File: src/rtl/tage_ctrl.sv
// Branch sequencer for NUM_TABLES tagged TAGE tables: lookup, final prediction, outcome wait, update/alloc strobes.
// Optional TAGE_ALLOC_LFSR_EN: LFSR-driven choice between the two lowest allocation candidates.
`ifndef TAGE_IDX_WIDTH
`define TAGE_IDX_WIDTH 10
`endif

package tage_ctrl_pkg;
  typedef enum logic [1:0] {
    INIT    = 2'd0,
    USER    = 2'd1,
    SUPER   = 2'd2,
    MACHINE = 2'd3
  } domain_t;
endpackage

module tage_ctrl
  import tage_ctrl_pkg::*;
#(
  parameter int NUM_TABLES = 4,
  parameter int IDX_W      = `TAGE_IDX_WIDTH,
  parameter int TAG_W      = 9,
  parameter int PW         = $clog2(NUM_TABLES + 1)
) (
  input  logic                        clk_i,
  input  logic                        rst_i,
  // Request handshake: a request is accepted on a cycle where req_valid_i && req_ready_o.
  input  logic                        req_valid_i,
  output logic                        req_ready_o,
  input  logic [NUM_TABLES*IDX_W-1:0] req_idx_i,
  input  logic [NUM_TABLES*TAG_W-1:0] req_tag_i,
  input  domain_t                     req_domain_i,
  input  logic                        base_pred_i,
  output logic                        pred_valid_o,
  output logic                        pred_taken_o,
  output logic [PW-1:0]               pred_provider_o,
  input  logic                        res_valid_i,
  input  logic                        res_taken_i,
  input  logic                        flush_i,
  output logic [NUM_TABLES*IDX_W-1:0] tbl_hash_idx_o,
  output logic [NUM_TABLES*TAG_W-1:0] tbl_hash_tag_o,
  output domain_t                     tbl_domain_o,
  output logic                        tbl_br_result_o,
  output logic [NUM_TABLES-1:0]       tbl_provider_o,
  output logic [NUM_TABLES-1:0]       tbl_update_u_o,
  output logic [NUM_TABLES-1:0]       tbl_dec_u_o,
  output logic [NUM_TABLES-1:0]       tbl_alloc_o,
  input  logic [NUM_TABLES-1:0]       tbl_tag_hit_i,
  input  logic [NUM_TABLES-1:0]       tbl_pred_i,
  input  logic [2*NUM_TABLES-1:0]     tbl_u_i,
  input  logic [NUM_TABLES-1:0]       tbl_new_entry_i,
  output logic [2:0]                  dbg_state_o
);

  localparam logic [2:0] S_IDLE    = 3'd0;
  localparam logic [2:0] S_LOOKUP  = 3'd1;
  localparam logic [2:0] S_PREDICT = 3'd2;
  localparam logic [2:0] S_WAIT    = 3'd3;
  localparam logic [2:0] S_UPDATE  = 3'd4;

  logic [2:0]                  state_q, state_d;
  logic [NUM_TABLES*IDX_W-1:0] idx_q;
  logic [NUM_TABLES*TAG_W-1:0] tag_q;
  domain_t                     dom_q;
  logic                        base_q;
  logic [PW-1:0]               prov_id_q;
  logic                        prov_pred_q;
  logic                        alt_pred_q;
  logic                        prov_new_q;
  logic [2*NUM_TABLES-1:0]     u_q;
  logic                        pred_valid_q;
  logic                        pred_taken_q;
  logic [PW-1:0]               pred_provider_q;
  logic                        outcome_q;
  logic [3:0]                  use_alt_q, use_alt_d;

  logic [PW-1:0]         p_id_c;
  logic                  p_pred_c;
  logic                  a_pred_c;
  logic                  p_new_c;
  logic                  final_c;
  logic [NUM_TABLES-1:0] cand_c, above_c, lowest_c, rest_c, second_c, pick_c;
  logic                  upd_c;

  always_comb begin
    state_d = state_q;
    case (state_q)
      S_IDLE:    if (req_valid_i) state_d = S_LOOKUP;
      S_LOOKUP:  state_d = flush_i ? S_IDLE : S_PREDICT;
      S_PREDICT: state_d = flush_i ? S_IDLE : S_WAIT;
      S_WAIT: begin
        if (flush_i)          state_d = S_IDLE;
        else if (res_valid_i) state_d = S_UPDATE;
      end
      S_UPDATE:  state_d = S_IDLE;
      default:   state_d = S_IDLE;
    endcase
  end

  // Ascending scan: each new hit demotes the previous provider (or base) to alternate.
  always_comb begin
    p_id_c   = '0;
    p_pred_c = base_q;
    a_pred_c = base_q;
    p_new_c  = 1'b0;
    for (int k = 0; k < NUM_TABLES; k++) begin
      if (tbl_tag_hit_i[k]) begin
        a_pred_c = p_pred_c;
        p_id_c   = PW'(k + 1);
        p_pred_c = tbl_pred_i[k];
        p_new_c  = tbl_new_entry_i[k];
      end
    end
    final_c = (p_new_c && use_alt_q[3]) ? a_pred_c : p_pred_c;
  end

  assign upd_c = (state_q == S_UPDATE);

  always_comb begin
    use_alt_d = use_alt_q;
    if (upd_c && prov_id_q != '0 && prov_new_q && prov_pred_q != alt_pred_q) begin
      if (alt_pred_q == outcome_q) begin
        if (use_alt_q != 4'd15) use_alt_d = use_alt_q + 4'd1;
      end else begin
        if (use_alt_q != 4'd0) use_alt_d = use_alt_q - 4'd1;
      end
    end
  end

`ifdef TAGE_ALLOC_LFSR_EN
  logic [15:0] lfsr_q;
  always_ff @(posedge clk_i) begin
    if (rst_i) lfsr_q <= 16'hACE1;
    else       lfsr_q <= {lfsr_q[14:0], lfsr_q[15] ^ lfsr_q[13] ^ lfsr_q[12] ^ lfsr_q[10]};
  end
`endif

  // Candidates lie strictly above the provider; base provider (id 0) admits every table.
  always_comb begin
    cand_c  = '0;
    above_c = '0;
    for (int j = 0; j < NUM_TABLES; j++) begin
      if (PW'(j) >= prov_id_q) begin
        above_c[j] = 1'b1;
        if (u_q[2*j +: 2] == 2'b00) cand_c[j] = 1'b1;
      end
    end
    lowest_c = cand_c & (~cand_c + NUM_TABLES'(1));
    rest_c   = cand_c & ~lowest_c;
    second_c = rest_c & (~rest_c + NUM_TABLES'(1));
    pick_c   = lowest_c;
`ifdef TAGE_ALLOC_LFSR_EN
    if (lfsr_q[0] && rest_c != '0) pick_c = second_c;
`endif
    tbl_alloc_o = '0;
    tbl_dec_u_o = '0;
    if (upd_c && pred_taken_q != outcome_q && prov_id_q < PW'(NUM_TABLES)) begin
      if (cand_c != '0) tbl_alloc_o = pick_c;
      else              tbl_dec_u_o = above_c;
    end
  end

  always_comb begin
    tbl_provider_o = '0;
    tbl_update_u_o = '0;
    tbl_hash_idx_o = idx_q;
    for (int j = 0; j < NUM_TABLES; j++) begin
      tbl_provider_o[j] = upd_c && (prov_id_q == PW'(j + 1));
      tbl_update_u_o[j] = tbl_provider_o[j] && (prov_pred_q != alt_pred_q);
      // Flipping the index LSB in UPDATE makes each table see prev_idx != hash_idx.
      if (upd_c) tbl_hash_idx_o[j*IDX_W] = ~idx_q[j*IDX_W];
    end
  end

  always_ff @(posedge clk_i) begin
    if (rst_i) begin
      state_q         <= S_IDLE;
      idx_q           <= '0;
      tag_q           <= '0;
      dom_q           <= INIT;
      base_q          <= 1'b0;
      prov_id_q       <= '0;
      prov_pred_q     <= 1'b0;
      alt_pred_q      <= 1'b0;
      prov_new_q      <= 1'b0;
      u_q             <= '0;
      pred_valid_q    <= 1'b0;
      pred_taken_q    <= 1'b0;
      pred_provider_q <= '0;
      outcome_q       <= 1'b0;
      use_alt_q       <= 4'd8;
    end else begin
      state_q      <= state_d;
      use_alt_q    <= use_alt_d;
      pred_valid_q <= (state_q == S_PREDICT) && !flush_i;
      if (state_q == S_IDLE && req_valid_i) begin
        idx_q  <= req_idx_i;
        tag_q  <= req_tag_i;
        dom_q  <= req_domain_i;
        base_q <= base_pred_i;
      end
      if (state_q == S_PREDICT && !flush_i) begin
        prov_id_q       <= p_id_c;
        prov_pred_q     <= p_pred_c;
        alt_pred_q      <= a_pred_c;
        prov_new_q      <= p_new_c;
        u_q             <= tbl_u_i;
        pred_taken_q    <= final_c;
        pred_provider_q <= p_id_c;
      end
      if (state_q == S_WAIT && res_valid_i && !flush_i) outcome_q <= res_taken_i;
    end
  end

  assign req_ready_o     = (state_q == S_IDLE);
  assign pred_valid_o    = pred_valid_q;
  assign pred_taken_o    = pred_taken_q;
  assign pred_provider_o = pred_provider_q;
  assign tbl_hash_tag_o  = tag_q;
  assign tbl_domain_o    = dom_q;
  assign tbl_br_result_o = outcome_q;
  assign dbg_state_o     = state_q;

endmodule

File: config.mk
export PLATFORM = sky130hd
export DESIGN_NAME = tage_ctrl
export DESIGN_NICKNAME = d
export VERILOG_FILES = /design/src/rtl/tage_ctrl.sv
export SDC_FILE = /design/constraint.sdc
export NUM_CORES = 1
export LEC_CHECK = 0
export ABC_AREA = 1
export BUFFER_PORTS_ARGS = -buffer_cell sky130_fd_sc_hd__buf_2
export CORE_MARGIN = 10
export CORE_UTILIZATION = 43
export CTS_CLUSTER_SIZE = 28
export DETAILED_ROUTE_END_ITERATION = 7
export GPL_TIMING_DRIVEN = 0
export PLACE_DENSITY_LB_ADDON = 0.2
export REMOVE_ABC_BUFFERS = 1
export SKIP_CTS_REPAIR_TIMING = 1
export SYNTH_ARGS = -nofsm -noshare
export SYNTH_HDL_FRONTEND = slang
export SYNTH_SLANG_ARGS = --single-unit
export TNS_END_PERCENT = 10
File: constraint.sdc
create_clock -name clk_i -period 1.82 [get_ports clk_i]
set_clock_uncertainty 0.1 [all_clocks]
set_input_delay 0.273 -clock clk_i [delete_from_list [all_inputs] [get_ports clk_i]]
set_output_delay 0.273 -clock clk_i [all_outputs]
set_load 0.01 [all_outputs]
### Word level (Yosys, flattened, before mapping)

Cells that the tools add are included.

* register bits after elaboration: 103
* bits of input ports: 105
* output and inout bits: 104
* logic and storage cells: 118

* add/subtract/negate cells: 3
* order comparisons: 5
* equal/unequal tests: 15
* multiplexer cells: 45
* bitwise gates (word level): 6
* reductions and logical operators: 30

Operators by type and width (count)
* $mux 1: 29
* $mux 4: 7
* $logic_and 1x1->1: 18
* $mux 3: 6
* $eq 3x2->1 const B: 4
* $pmux 3 s4: 1
* $add 4x1->4 const B: 2
* $logic_not 2->1: 4
* $reduce_bool 4->1: 2
* $eq 3x1->1 const B: 2
* $eq 3x3->1 const B: 2
* $ge 1x3->1 const A: 2
* $ge 2x3->1 const A: 2
* $and 4x4->4: 1
* $mux 2: 2
* $ne 4x4->1 const B: 1
* $not 1->1: 4
* $not 4->4: 1
* $sub 4x1->4 const B: 1
* $logic_not 3->1: 1
* $lt 3x3->1 const B: 1
* $ne 3x3->1 const B: 1
* $reduce_and 3->1: 1
* $reduce_bool 3->1: 1
* other kinds (7): 8

### Depth between registers and ports, before layout

* depth in word-level cells: 8
* mapped depth: 10
* depth with buffers taken out: 10

### Worst setup path after synthesis

No wires, ideal clock.

* kind: flip-flop to flip-flop
* from: register outcome_q, in the netlist tbl_br_result_o
* to: register use_alt_q[3]
* library setup time: 0.130 ns
* data arrival time: 1.560 ns
* data required time: 1.590 ns
* slack: 0.031 ns
* stages on the path, launching flop included: 10
* buffers on the path: 0
* period minus slack after synthesis: 1.789 ns
* path through: dfxtp_1 xnor2_1 inv_1 ha_1 nand2_1 nor2_1 a211oi_1 xor2_1 nand2_1 nand3_1

* cells in the longest elaborated chain, start to end: 3
* elaborated cells on any way between the ends: 5
* classes of those cells: 2 x eq/ne; 1 x mux; 2 x reduce/logical

RTL lines
* start, declared: RTL line 73 `logic outcome_q;`
* start signal, assigned: RTL line 210 `if (state_q == S_WAIT && res_valid_i && !flush_i) outcome_q <= res_taken_i;`
* $eq 1x1->1 *: RTL line 121 `if (alt_pred_q == outcome_q) begin`
* $ne 2x1->1 (no source line) / $reduce_bool 2->1 (equally long branches)
* $reduce_and 3->1 (no source line)
* end signal, assigned: RTL line 193 `use_alt_q <= use_alt_d;`
* end, declared: RTL line 74 `logic [3:0] use_alt_q, use_alt_d;`

Every way passes the cells marked *; elsewhere a longest branch is shown, timed or not.
A chain may end at the register's enable or synchronous reset.

### Worst setup path in the final report

* from: register outcome_q, in the netlist tbl_br_result_o
* to: output port tbl_alloc_o[3]

* cells in the longest elaborated chain, start to end: 4

RTL lines
* $ne 1x1->1: RTL line 156 `if (upd_c && pred_taken_q != outcome_q && prov_id_q < PW'(NUM_TABLES)) begin`
* $logic_and 1x1->1 (2 in a row): RTL line 156
* $mux 4: RTL line 156
* end, declared: RTL line 46 `output logic [NUM_TABLES-1:0] tbl_alloc_o,`

Every way passes these cells.

==> results.tsv <==
stage	metric	value	unit
routing	vias	4654	
timing	hold_viol_final	0	
routing	postRouteAntennaNets	0	
floorplan	rows	37	
pwr	leakagePower	2.78	nW
timing	setup_ws	-0.248	ns
final_layout	final_layout_size_suffix_gt1_share	38.3	%
run_status	violations	negative setup slack	
synth	synth-simple-area-share	26.6	%
synth	synthDominantCellAreaShare	44.8	%
routing	first_pass_iters	4	
setup_path	cp_data_required_time	1.45	ns
cts	cts.htree.levels	3	
cts	cts_tree	done	
synth	synthTopCellsByArea	dfxtp_1 45%, nand3_1 9.7%, a21oi_1 9.5%	
floorplan	io_pins	209	
synth	synth.distinct_cells	34	
setup_path	start_kind	flop	
placed_design	placed_area	5380	um^2
synth	synth_compound_area_share	13.0	%
grt	gr-total-overflow	0	
final_layout	nFillCells	1013	
synth	syn-cell-area	4600	um^2
synth	yosysMostFrequentCell	nand2_1	
setup_path	critPathMaxStageDelay	0.37	ns
synth	synthAdderAreaFrac	0.979	%
floorplan	fp.dieW	123	um
final_layout	area_growth	28.7	%
timing	tightest_slew	1.00	ns
cts	root_buffer	clkbuf_8	
placed_design	portBuffers	208	
setup_path	critPathKind	flop to output pin	
cts	numCtsBuffers	9	
floorplan	dieArea	15200	um^2
synth	synth-edff-count	0	
routing	wl_met1	6.14	mm
timing	setup_tns	-2.17	ns
synth	synth_largest_area_cell	dfxtp_1	
final_layout	diodes	0	
cts	worstSkewPairLatency	0.36	ns
floorplan	core-area	10400	um^2
cts	cts_buffer_depth	2	
routing	wl_met3	1.71	mm
pwr	power.density	832	nW/um^2
synth	synth_commonest_cells	111 x nand2_1, 103 x dfxtp_1, 89 x nand3_1, 87 x a21oi_1, 42 x buf_4	
routing	drt_wl_total	15.6	mm
synth	synthMuxAreaShare	0	%
cts	cts.sinks	103	
routing	route.met2.wl	7.53	mm
routing	wire_per_inst	17.2	um
pwr	ir_drop	0.000588	V
timing	relSlewSlack	33.2	%
placed_design	dpl.hpwl	10.4	mm
synth	ys_seq_area_share	44.8	%
routing	dr.max_layer_used	met5	
timing	fmax	483	MHz
routing	drtIter0Drc	263	
synth	synth_top_family_by_area	simple AND/OR/NAND/NOR gates	
final_layout	fin_nets	871	
routing	drc	0	
routing	vias_per_cell	5.15	
setup_path	cp_slowest_cell	dfxtp_4	
timing	finalSetupViolCount	18	
placed_design	gp_congestion	0.829	
floorplan	start_util	44.4	%
setup_path	path_cells	inv_2 > or2_4 > a21oi_4 > nand2_2 > nor4b_2 > buf_2	
synth	syn_inst	600	
final_layout	fin_area	5920	um^2
job	maxCapViolations	0	
grt	grt_first_pass_wirelength	21.4	mm
floorplan	chipHeight	123	um
run_status	status	complete, but fails checks	
grt	antenna_found_initial	2	
synth	ys_warn_count	0	
synth	synth_top_flop_cell	dfxtp_1	
timing	slew_violations	0	
grt	grt_max_degree	85	
synth	synth_xor_area_share	1.71	%
grt	globalRouteTotalUtil	17.5	%
setup_path	cp_max_fo	4	
cts	clk_pin_slew_worst_paths	0.09	ns
setup_path	cp-end-kind	output pin	
synth	ys_async_sr_fraction	0	%
setup_path	cp_data_arrival_time	1.70	ns
grt	grt_pass1_vias	4169	
timing	fin_crit	2.07	ns
timing	grt_setup_unrepaired	true	
hold_path	hold_path.class	input pin to flop	
synth	syn_area_per_cell	7.67	um^2
timing	finalCritPeriodShare	114	%
synth	ys_seq_elements	103	
==> cells by family after synthesis <==
family | after synthesis
flops | 103
simple gates | 265
xor+xnor | 9
buf+inv | 103
compound gates | 117
fa+ha+maj | 3
==> per-layer routing <==
layer | global-route usage [%] | up-vias
met3 | 8.84 | 14
met1 | 19.9 | 2176
met2 | 28.1 | 176
met5 | 0 | -
li1 | - | 2286
met4 | 5.24 | 2
==> report_power, final <==
part	switching, mW	total, mW	leakage, nW	internal, mW
Sequential	0.0760	2.47	0.847	2.39
Clock	0.771	1.44	0.100	0.670
Combinational	0.617	1.02	1.83	0.404
==> worst max-delay path, delay by kind of cell, from the launching register on <==
| family | cells | cell delay (ns) |
|---|---|---|
| simple gates | 3 | 0.58 |
| flops | 1 | 0.37 |
| compound gates | 1 | 0.17 |
| buf+inv | 2 | 0.20 |
==> state kept, by name (all words and copies together) (netlist names) <==
signal,flops
tbl_domain_o,2
dbg_state_o,3
pred_provider_o,3
use_alt_q,4
base_q,1
prov_new_q,1
tbl_hash_tag_o,36
idx_q,40
prov_pred_q,1
alt_pred_q,1
tbl_br_result_o,1
u_q,8
pred_valid_o,1
pred_taken_o,1
==> cell usage in the layout, fill, tap and decap left out, types with 4 or more instances in the layout <==
master and instances:
buf_2 205, nand2_1 108, dfxtp_1 96, nand3_1 89, a21oi_1 87, nor2_1 32, inv_1 18, o21ai_0 15
buf_4 12, clkbuf_8 10, inv_2 8, o21ai_1 8, nor3_2 7, xor2_1 6, nand2_8 5, nand2_2 4
nor2_2 4, dfxtp_2 4
==> cell type report <==
cell class | count | area (um^2) | share of cell area [%]
inverter | 29 | 116 | 1.96
multi-input combinational | 398 | 2160 | 36.4
clock inverter | 4 | 45.0 | 0.760
timing repair buffer | 222 | 1210 | 20.4
clock buffer | 12 | 145 | 2.45
tap | 136 | 170 | 2.87
sequential | 103 | 2080 | 35.1
==> final timing paths <==
check | from | end | slack, ns | cells after the start
min | tbl_u_i[3] | u_q[3]$_SDFFE_PP0P_ | 0.03 | 3
max | tbl_br_result_o$_SDFFE_PP0P_ | tbl_alloc_o[3] | -0.25 | 6
min reg2reg | tbl_domain_o[1]$_SDFFE_PP0P_ | tbl_domain_o[1]$_SDFFE_PP0P_ | 0.36 | 2
max reg2reg | dbg_state_o[2]$_SDFFE_PP0P_ | pred_provider_o[0]$_SDFFE_PP0P_ | -0.10 | 7
==> metrics by stage <==
stage / setup slack [ns] / hold slack (ns) / std cells / util (%) / power (mW)
after floorplan: -1.82 / 0.242 / 526 / - / 2.95
after global placement: -3.42 / 0.345 / 870 / 51.4 / 3.36
after detailed placement: -1.04 / 0.351 / 872 / 51.9 / 3.42
after CTS: -0.737 / 0.0247 / 888 / 53.8 / 4.84
after global routing: -0.367 / 0.0220 / 904 / 57.1 / 5.18
final: -0.248 / 0.0327 / 904 / 57.1 / 4.93
(Power assumes the default switching activity.)
